**src/rtl/coin_acceptor_if.sv**
```systemverilog
// Coin/cancel front end for the vending FSM: synchronise, debounce, encode and
// hand over one confirm (or reject) per physical event, deferring while the FSM is busy.
module coin_acceptor_if #(
    parameter int unsigned DEBOUNCE_CYCLES = 4,
    parameter int unsigned RELEASE_CYCLES  = 4
) (
    input  logic       clk,
    input  logic       rst_n,
    input  logic       coin5_raw,
    input  logic       coin10_raw,
    input  logic       coin25_raw,
    input  logic       cancel_raw,
    input  logic       vend_busy,
    output logic [1:0] coin_code,
    output logic       confirm,
    output logic       reject,
    output logic       pending
);

    localparam int unsigned MAX_CYCLES = (DEBOUNCE_CYCLES > RELEASE_CYCLES) ?
                                         DEBOUNCE_CYCLES : RELEASE_CYCLES;
    localparam int unsigned CNT_W      = $clog2(MAX_CYCLES + 1);

    localparam logic [CNT_W-1:0] CNT_SAT = CNT_W'(MAX_CYCLES);
    localparam logic [CNT_W-1:0] CNT_DEB = CNT_W'(DEBOUNCE_CYCLES);
    localparam logic [CNT_W-1:0] CNT_REL = CNT_W'(RELEASE_CYCLES);
    localparam logic [CNT_W-1:0] CNT_ONE = CNT_W'(1);

    localparam logic [1:0] ST_IDLE     = 2'd0;
    localparam logic [1:0] ST_DEBOUNCE = 2'd1;
    localparam logic [1:0] ST_PEND     = 2'd2;
    localparam logic [1:0] ST_RELEASE  = 2'd3;

    logic [3:0]       r_sync1;
    logic [3:0]       r_sync2;
    logic [1:0]       r_state;
    logic [3:0]       r_cand;
    logic [CNT_W-1:0] r_cnt;
    logic [1:0]       r_coin_code;
    logic             r_confirm;
    logic             r_reject;
    logic             r_pending;

    logic [1:0]       w_state_nxt;
    logic [3:0]       w_cand_nxt;
    logic [CNT_W-1:0] w_cnt_nxt;
    logic [CNT_W-1:0] w_cnt_inc;
    logic [1:0]       w_code_nxt;
    logic             w_confirm_nxt;
    logic             w_reject_nxt;
    logic [3:0]       w_raw;

    assign w_raw     = {cancel_raw, coin25_raw, coin10_raw, coin5_raw};
    assign w_cnt_inc = (r_cnt == CNT_SAT) ? r_cnt : r_cnt + CNT_ONE;

    function automatic logic [1:0] enc(input logic [3:0] v);
        logic [1:0] code;
        code = 2'b00;
        case (v)
            4'b0001: code = 2'b01;
            4'b0010: code = 2'b10;
            4'b0100: code = 2'b11;
            default: code = 2'b00;
        endcase
        return code;
    endfunction

    // Two-flop synchroniser for all four raw lines
    always_ff @(posedge clk or negedge rst_n) begin
        if (!rst_n) begin
            r_sync1 <= 4'b0000;
            r_sync2 <= 4'b0000;
        end else begin
            r_sync1 <= w_raw;
            r_sync2 <= r_sync1;
        end
    end

    // State, candidate, counter and registered outputs
    always_ff @(posedge clk or negedge rst_n) begin
        if (!rst_n) begin
            r_state     <= ST_IDLE;
            r_cand      <= 4'b0000;
            r_cnt       <= '0;
            r_coin_code <= 2'b00;
            r_confirm   <= 1'b0;
            r_reject    <= 1'b0;
            r_pending   <= 1'b0;
        end else begin
            r_state     <= w_state_nxt;
            r_cand      <= w_cand_nxt;
            r_cnt       <= w_cnt_nxt;
            r_coin_code <= w_code_nxt;
            r_confirm   <= w_confirm_nxt;
            r_reject    <= w_reject_nxt;
            r_pending   <= (w_state_nxt == ST_PEND);
        end
    end

    // Next-state logic; a qualified multi-hot candidate is rejected, never prioritised
    always_comb begin
        w_state_nxt   = r_state;
        w_cand_nxt    = r_cand;
        w_cnt_nxt     = r_cnt;
        w_code_nxt    = r_coin_code;
        w_confirm_nxt = 1'b0;
        w_reject_nxt  = 1'b0;
        case (r_state)
            ST_IDLE: begin
                if (r_sync2 != 4'b0000) begin
                    w_cand_nxt = r_sync2;
                    if (DEBOUNCE_CYCLES == 1) begin
                        w_cnt_nxt = '0;
                        if ($onehot(r_sync2)) begin
                            w_state_nxt = ST_PEND;
                        end else begin
                            w_reject_nxt = 1'b1;
                            w_state_nxt  = ST_RELEASE;
                        end
                    end else begin
                        w_cnt_nxt   = CNT_ONE;
                        w_state_nxt = ST_DEBOUNCE;
                    end
                end
            end
            ST_DEBOUNCE: begin
                if (r_sync2 != r_cand) begin
                    w_cnt_nxt   = '0;
                    w_state_nxt = ST_IDLE;
                end else if (w_cnt_inc == CNT_DEB) begin
                    w_cnt_nxt = '0;
                    if ($onehot(r_cand)) begin
                        w_state_nxt = ST_PEND;
                    end else begin
                        w_reject_nxt = 1'b1;
                        w_state_nxt  = ST_RELEASE;
                    end
                end else begin
                    w_cnt_nxt = w_cnt_inc;
                end
            end
            ST_PEND: begin
                if (!vend_busy) begin
                    w_code_nxt    = enc(r_cand);
                    w_confirm_nxt = 1'b1;
                    w_cnt_nxt     = '0;
                    w_state_nxt   = ST_RELEASE;
                end
            end
            default: begin
                if (r_sync2 != 4'b0000) begin
                    w_cnt_nxt = '0;
                end else if (w_cnt_inc == CNT_REL) begin
                    w_cnt_nxt   = '0;
                    w_state_nxt = ST_IDLE;
                end else begin
                    w_cnt_nxt = w_cnt_inc;
                end
            end
        endcase
    end

    assign coin_code = r_coin_code;
    assign confirm   = r_confirm;
    assign reject    = r_reject;
    assign pending   = r_pending;

endmodule

```
**config.mk**
```make
export PLATFORM = sky130hd
export DESIGN_NAME = coin_acceptor_if
export DESIGN_NICKNAME = d
export VERILOG_FILES = /design/src/rtl/coin_acceptor_if.sv
export SDC_FILE = /design/constraint.sdc
export NUM_CORES = 1
export LEC_CHECK = 0
export CORE_MARGIN = 2
export CORE_UTILIZATION = 59
export CTS_BUF_LIST = sky130_fd_sc_hd__clkbuf_8 sky130_fd_sc_hd__clkbuf_16
export DETAILED_ROUTE_END_ITERATION = 6
export PLACE_DENSITY = 0.81
export SYNTH_ARGS = -nofsm -noshare
export SYNTH_HDL_FRONTEND = slang
export SYNTH_SLANG_ARGS = --single-unit
```
**constraint.sdc**
```tcl
create_clock -name clk -period 3.5 [get_ports clk]
set_input_delay 0.7 -clock clk [delete_from_list [all_inputs] [get_ports clk]]
set_output_delay 0.7 -clock clk [all_outputs]
set_load 0.02 [all_outputs]
```
==> results of run 1 <==
cell usage in the layout, fill, tap and decap left out, drive strengths merged:
| cell | instances |
|---|---|
| a21oi | 6 |
| or3b | 2 |
| ha | 7 |
| or4 | 1 |
| and2 | 1 |
| o31ai | 2 |
| xor2 | 1 |
| inv | 10 |
| nor2 | 4 |
| a22o | 3 |
| nand3b | 1 |
| a32o | 2 |
| o22ai | 1 |
| nor4 | 1 |
| o211ai | 1 |
| mux2i | 2 |
| nand4 | 1 |
| nor2b | 4 |
| fa | 1 |
| clkbuf | 3 |
| nor3b | 1 |
| clkdlybuf4s50 | 11 |
| nand3 | 1 |
| o21ai | 3 |
| a21o | 1 |
| a32oi | 1 |
| o211a | 1 |
| a2111oi | 2 |
| and3 | 2 |
| nand2 | 14 |
| nor3 | 1 |
| a311oi | 2 |
| nand2b | 3 |
| dfrtp | 22 |
sequential cells by signal (all words and copies together), names as in the netlist:
signal,count
r_state,2
r_sync2,4
r_cand,4
coin_code,2
confirm,1
pending,1
r_sync1,4
reject,1
r_cnt,3
cell families (layout without fill, tap and decap cells):
group           count (synthesis)  count (layout)  share of synthesized area
xor+xnor                        1               1                    0.00764
flops                          22              22                      0.480
mux                             2               2                     0.0175
simple gates                   37              37                      0.176
buf+inv                        12              24                     0.0404
fa+ha+maj                       8               8                     0.0939
compound gates                 25              25                      0.185
power breakdown:
group / switching (W) / leakage [nW] / total (W) / internal (W)
sequential: 0.0000905 / 0.275 / 0.000404 / 0.000314
clock: 0.0000777 / 0.0216 / 0.000155 / 0.0000768
combinational: 0.000254 / 0.304 / 0.000455 / 0.000201
stage by stage:
step / worst slack (ns) / hold WS (ns) / util / instances / area (um2)
final: 1.11 / 0.351 / 0.740 / 144 / 1320
after floorplan: 1.40 / 0.331 / - / 107 / 1150
after global placement: 1.15 / 0.332 / 0.717 / 141 / 1280
after global routing: 0.951 / 0.361 / 0.740 / 144 / 1320
after detailed placement: 1.13 / 0.338 / 0.717 / 141 / 1280
after CTS: 1.10 / 0.355 / 0.740 / 144 / 1320
final timing paths:
check / from / end / slack (ns) / cells after the start
max: r_cand[0] / r_state[0] / 1.11 / 8
min: r_sync1[2] / r_sync2[2] / 0.35 / 0
max reg2reg: r_cand[0] / r_state[0] / 1.11 / 8
min reg2reg: r_sync1[2] / r_sync2[2] / 0.35 / 0
max in group asynchronous: rst_n / r_sync2[1] / 1.96 / 1
min in group asynchronous: rst_n / confirm / 0.96 / 1
layer usage:
metal	wire length, um	vias to the layer above
li1	-	403
met1	904	407
met2	985	37
met3	137	5
met4	33	0
met5	0	-
cell type report:
| class | instances | area (um2) |
|---|---|---|
| Fill cell | 124 | 463 |
| Timing Repair Buffer | 11 | 110 |
| Clock buffer | 3 | 41.3 |
| Inverter | 10 | 37.5 |
| Tap cell | 25 | 31.3 |
| Multi-Input combinational cell | 73 | 549 |
| Sequential cell | 22 | 551 |
==> results.sh, run 1 <==
export IMPL_ios=12
export IMPL_rsz0062_at_grt="no"
export IMPL_grt_max_degree=23
export IMPL_yosys_most_used_dff="dfrtp_1"
export IMPL_end_kind="flip-flop"
export IMPL_cts_resized_gates=0
export IMPL_finalSetupTns_ns=0
export IMPL_cp_slowest_cell="fa_1"
export IMPL_max_stage_delay_ns=0.54
export IMPL_clkSlewWorstSetupHoldPaths_ns=0.08
export IMPL_wl_per_cell_um=14.3
export IMPL_slew_headroom=0.370
export IMPL_finalCritPeriodShare=0.682
export IMPL_synth_enable_flop_cells=0
export IMPL_cpLargestDelayFamily="adder cells"
export IMPL_ys_top_cells_by_count="22 x dfrtp_1, 14 x nand2_1, 10 x inv_1, 7 x ha_1, 6 x a21oi_1"
export IMPL_grt_use_met3=0.0453
export IMPL_tightest_slew_ns=0.942
export IMPL_status="complete, no violations"
export IMPL_leakagePower_nw=0.601
export IMPL_drcViolationCount=0
export IMPL_ir_drop_mv=0.512
export IMPL_power_w=0.00101
export IMPL_clk_latency_ns=0.26
export IMPL_synth_top_area_cell="dfrtp_1"
export IMPL_dr_pass1_iters=4
export IMPL_ys_seq_elements=22
export IMPL_cts_hold_buffers=0
export IMPL_numCtsBuffers=3
export IMPL_grt_remaining_overflow=0
export IMPL_async_flop_share=1.00
export IMPL_min_period_ns=2.39
export IMPL_synth_cells=107
export IMPL_viasPerCell=5.92
export IMPL_syn_to_final_growth_pct=15.2
export IMPL_criticalPathCategory="reg -> reg"
export IMPL_worst_ep_arrival_time_ns=2.54
export IMPL_cts_path_max_buffers=2
export IMPL_antenna_left=0
export IMPL_critPathMaxFanout=4
export IMPL_grt_pass1_wl_um=3300
export IMPL_gr_usage_met1=0.281
export IMPL_place_gp_congestion=0.892
export IMPL_avgSynthCellArea_um2=10.7
export IMPL_coreArea_um2=1780
export IMPL_antenna_found_initial=0
export IMPL_synthesis_nets=122
export IMPL_max_freq_ghz=0.419
export IMPL_dieArea_um2=2310
export IMPL_yosysTopAreaCellShare=0.480
export IMPL_synthesis_area_um2=1150
export IMPL_hold_viol_final=0
export IMPL_port_buffers=11
export IMPL_cp_cell_sequence="inv_1, fa_1, inv_1, ha_1, ha_1, nor3b_1, nand2_1, a21o_1"
export IMPL_cp_start_kind="flip-flop"
export IMPL_dp_hpwl_um=1550
export IMPL_post_synth_top_count_cell="dfrtp_1"
export IMPL_busiest_layer="met2"
export IMPL_initial_utilization=0.643
export IMPL_use_met2=0.349
export IMPL_cp_data_required_time_ns=3.66
export IMPL_grt_usage=0.216
export IMPL_vias=852
export IMPL_synth_distinct_cells=36
export IMPL_cap_viol_max_count=0
export IMPL_cts_tree="done"
export IMPL_yosysWarnings=0
export IMPL_power_density_nw_per_um2=768
export IMPL_crit_buf_inv=2
export IMPL_wl_um=2060
export IMPL_grt_pass1_vias=760
export IMPL_fin_nets=136
export IMPL_cts_max_level=1
export IMPL_drtIter0Drc=34
export IMPL_drv_slew=0
export IMPL_synth_area_leaders="dfrtp_1 48%, ha_1 7.6%, nand2_1 4.6%"
export IMPL_antenna_cells=0
export IMPL_hold_class="reg -> reg"
export IMPL_cts_setup_buffers=0
export IMPL_ctsRootBufferMaster="clkbuf_8"
export IMPL_cts_sinks=22
export IMPL_rows=15
export IMPL_die_y_um=48.1
export IMPL_drive_above_1_share=0.0756
export IMPL_ys_seq_area_frac=0.480
export IMPL_finClkSkew_ns=0.00438
export IMPL_setup_viol=0
export IMPL_fp_dieW_um=48.1
No activity file was read; power rests on OpenSTA's default activity.
==> inputs of run 2 (changes only) <==
--- a/config.mk
+++ b/config.mk
@@ -6,10 +6,10 @@
 export NUM_CORES = 1
 export LEC_CHECK = 0
 export CORE_MARGIN = 2
-export CORE_UTILIZATION = 59
+export CORE_UTILIZATION = 54
 export CTS_BUF_LIST = sky130_fd_sc_hd__clkbuf_8 sky130_fd_sc_hd__clkbuf_16
 export DETAILED_ROUTE_END_ITERATION = 6
-export PLACE_DENSITY = 0.81
+export PLACE_DENSITY = 0.75
 export SYNTH_ARGS = -nofsm -noshare
 export SYNTH_HDL_FRONTEND = slang
 export SYNTH_SLANG_ARGS = --single-unit
==> constraint.sdc (replaced) <==
create_clock -name clk -period 2.3 [get_ports clk]
set_input_delay 0.46 -clock clk [delete_from_list [all_inputs] [get_ports clk]]
set_output_delay 0.46 -clock clk [all_outputs]
set_load 0.02 [all_outputs]
==> run 2 against run 1 <==
  * Count of clock-buffer cells in the layout unchanged
  * Clock skew decreased by 0.0026 ns
  * Sequential power increased by 47%
  * Sequential share of layout area decreased by 1.8 points
  * Hold slack improved by 0.0041 ns
  * Die area increased by 8.5%
  * Combinational power increased by 63%
  * Wire length increased by 0.15%
  * Via count increased by 0.59%
==> results.sh, run 2 (synthesized netlist as in run 1, its figures left out) <==
export IMPL_status="complete, no violations"
export IMPL_setup_slack_ns=0.167
export IMPL_critPathMaxFanout=4
export IMPL_antenna_found_initial=0
export IMPL_wl_per_cell_um=13.8
export IMPL_slew_headroom=0.635
export IMPL_place_gp_congestion=0.840
export IMPL_syn_to_final_growth_pct=20.4
export IMPL_drv_slew=0
export IMPL_vias=857
export IMPL_hold_viol_final=0
export IMPL_holdCritStartpoint="r_sync1[3]"
export IMPL_cp_start_kind="flip-flop"
export IMPL_cts_path_max_buffers=2
export IMPL_worst_ep_arrival_time_ns=2.32
export IMPL_numCtsBuffers=3
export IMPL_tightest_slew_ns=0.544
export IMPL_cp_data_required_time_ns=2.49
export IMPL_rsz0062_at_grt="no"
export IMPL_r2r_start="r_cand[0]"
export IMPL_cap_viol_max_count=0
export IMPL_ctsRootBufferMaster="clkbuf_8"
export IMPL_port_buffers=11
export IMPL_leakagePower_nw=0.632
export IMPL_cts_setup_buffers=0
export IMPL_fp_dieW_um=50.1
export IMPL_criticalPathCategory="reg -> reg"
export IMPL_rows=16
export IMPL_cts_tree="done"
export IMPL_viasPerCell=5.71
export IMPL_grt_remaining_overflow=0
export IMPL_grt_usage=0.193
export IMPL_min_period_ns=2.13
export IMPL_dr_pass1_iters=4
export IMPL_power_density_nw_per_um2=1230
export IMPL_antenna_left=0
export IMPL_dieArea_um2=2510
export IMPL_initial_utilization=0.578
export IMPL_die_y_um=50.1
export IMPL_fin_nets=139
export IMPL_power_w=0.00170
export IMPL_wl_um=2060
export IMPL_drtIter0Drc=10
export IMPL_top_regs="r_cand (4), r_sync1 (4), r_sync2 (4)"
export IMPL_finalCritPeriodShare=0.927
export IMPL_setup_viol=0
export IMPL_coreArea_um2=1980
export IMPL_finClkSkew_ns=0.00180
export IMPL_layout_common_cells="22 x dfrtp_1, 14 x nand2_1, 11 x clkdlybuf4s50_1, 10 x inv_1, 7 x ha_1"
export IMPL_max_freq_ghz=0.469
export IMPL_ios=12
export IMPL_grt_pass1_wl_um=3570
export IMPL_final_common_cell="dfrtp_1"
export IMPL_clkSlewWorstSetupHoldPaths_ns=0.08
export IMPL_drive_above_1_share=0.114
export IMPL_grt_pass1_vias=848
export IMPL_end_kind="flip-flop"
export IMPL_place_ws_ns=0.0928
export IMPL_drcViolationCount=0
export IMPL_dp_hpwl_um=1490
export IMPL_cts_sinks=22
export IMPL_crit_start="r_cand[0]"
export IMPL_cts_max_level=1
export IMPL_hold_class="reg -> reg"
export IMPL_antenna_cells=0
export IMPL_ir_drop_mv=0.633
export IMPL_finalSetupTns_ns=0
export IMPL_clk_latency_ns=0.26
export IMPL_grt_max_degree=23
run 2: cell types whose count changed in the layout (fill, tap and decap cells not counted), sizes merged:
cell    delta
buf        +3
bufinv     +1
run 2: path summary, 6_finish.rpt:
path                              end  cells after the start  slack (ns)
hold reg to reg            r_sync2[3]                      0        0.36
min in group asynchronous   r_cand[3]                      2        0.54
hold / removal             r_sync2[3]                      0        0.36
setup / recovery              pending                      8        0.17
max in group asynchronous   r_cand[0]                      2        1.53
setup reg to reg              pending                      8        0.17
run 2: metrics by stage:
stage	std cells	instance area, um2	utilization	hold WS [ns]
final	150	1380	0.696	0.355
after global routing	150	1380	0.696	0.364
after CTS	150	1380	0.694	0.357
after detailed placement	146	1300	0.658	0.338
after global placement	146	1300	0.658	0.332
after floorplan	107	1150	-	0.164
run 2: routing by layer:
metal  GRT usage  share of wire  vias up
li1            -              -      409
met1       0.239           0.46      407
met2       0.322           0.46       34
met3      0.0364          0.055        7
met4      0.0880          0.022        0
met5           0              0        -
run 2: cell type report:
class	instances	area, um2
timing repair buffer	14	133
tap	27	33.8
sequential	22	551
clock buffer	3	41.3
inverter	10	37.5
multi-input combinational	73	554
fill	144	602
clock inverter	1	30.0
run 2: repair_timing:
item                       4_1_cts  5_1_grt
resized for setup                0        1
hold buffers                     0        0
setup endpoints to repair        0        2
run 2: power breakdown:
part | total [W] | leakage (nW) | internal, W | switching [W]
Sequential | 0.000595 | 0.275 | 0.000477 | 0.000118
Clock | 0.000362 | 0.0357 | 0.000233 | 0.000130
Combinational | 0.000743 | 0.321 | 0.000347 | 0.000397
run 2: critical path, cell delays in order (launching register included):
cell and delay [ns]:
dfrtp_1 0.38, inv_1 0.11, fa_1 0.54, inv_1 0.04, ha_1 0.17, ha_1 0.28, nor3b_2 0.24, nand4_1 0.12
a21oi_1 0.18
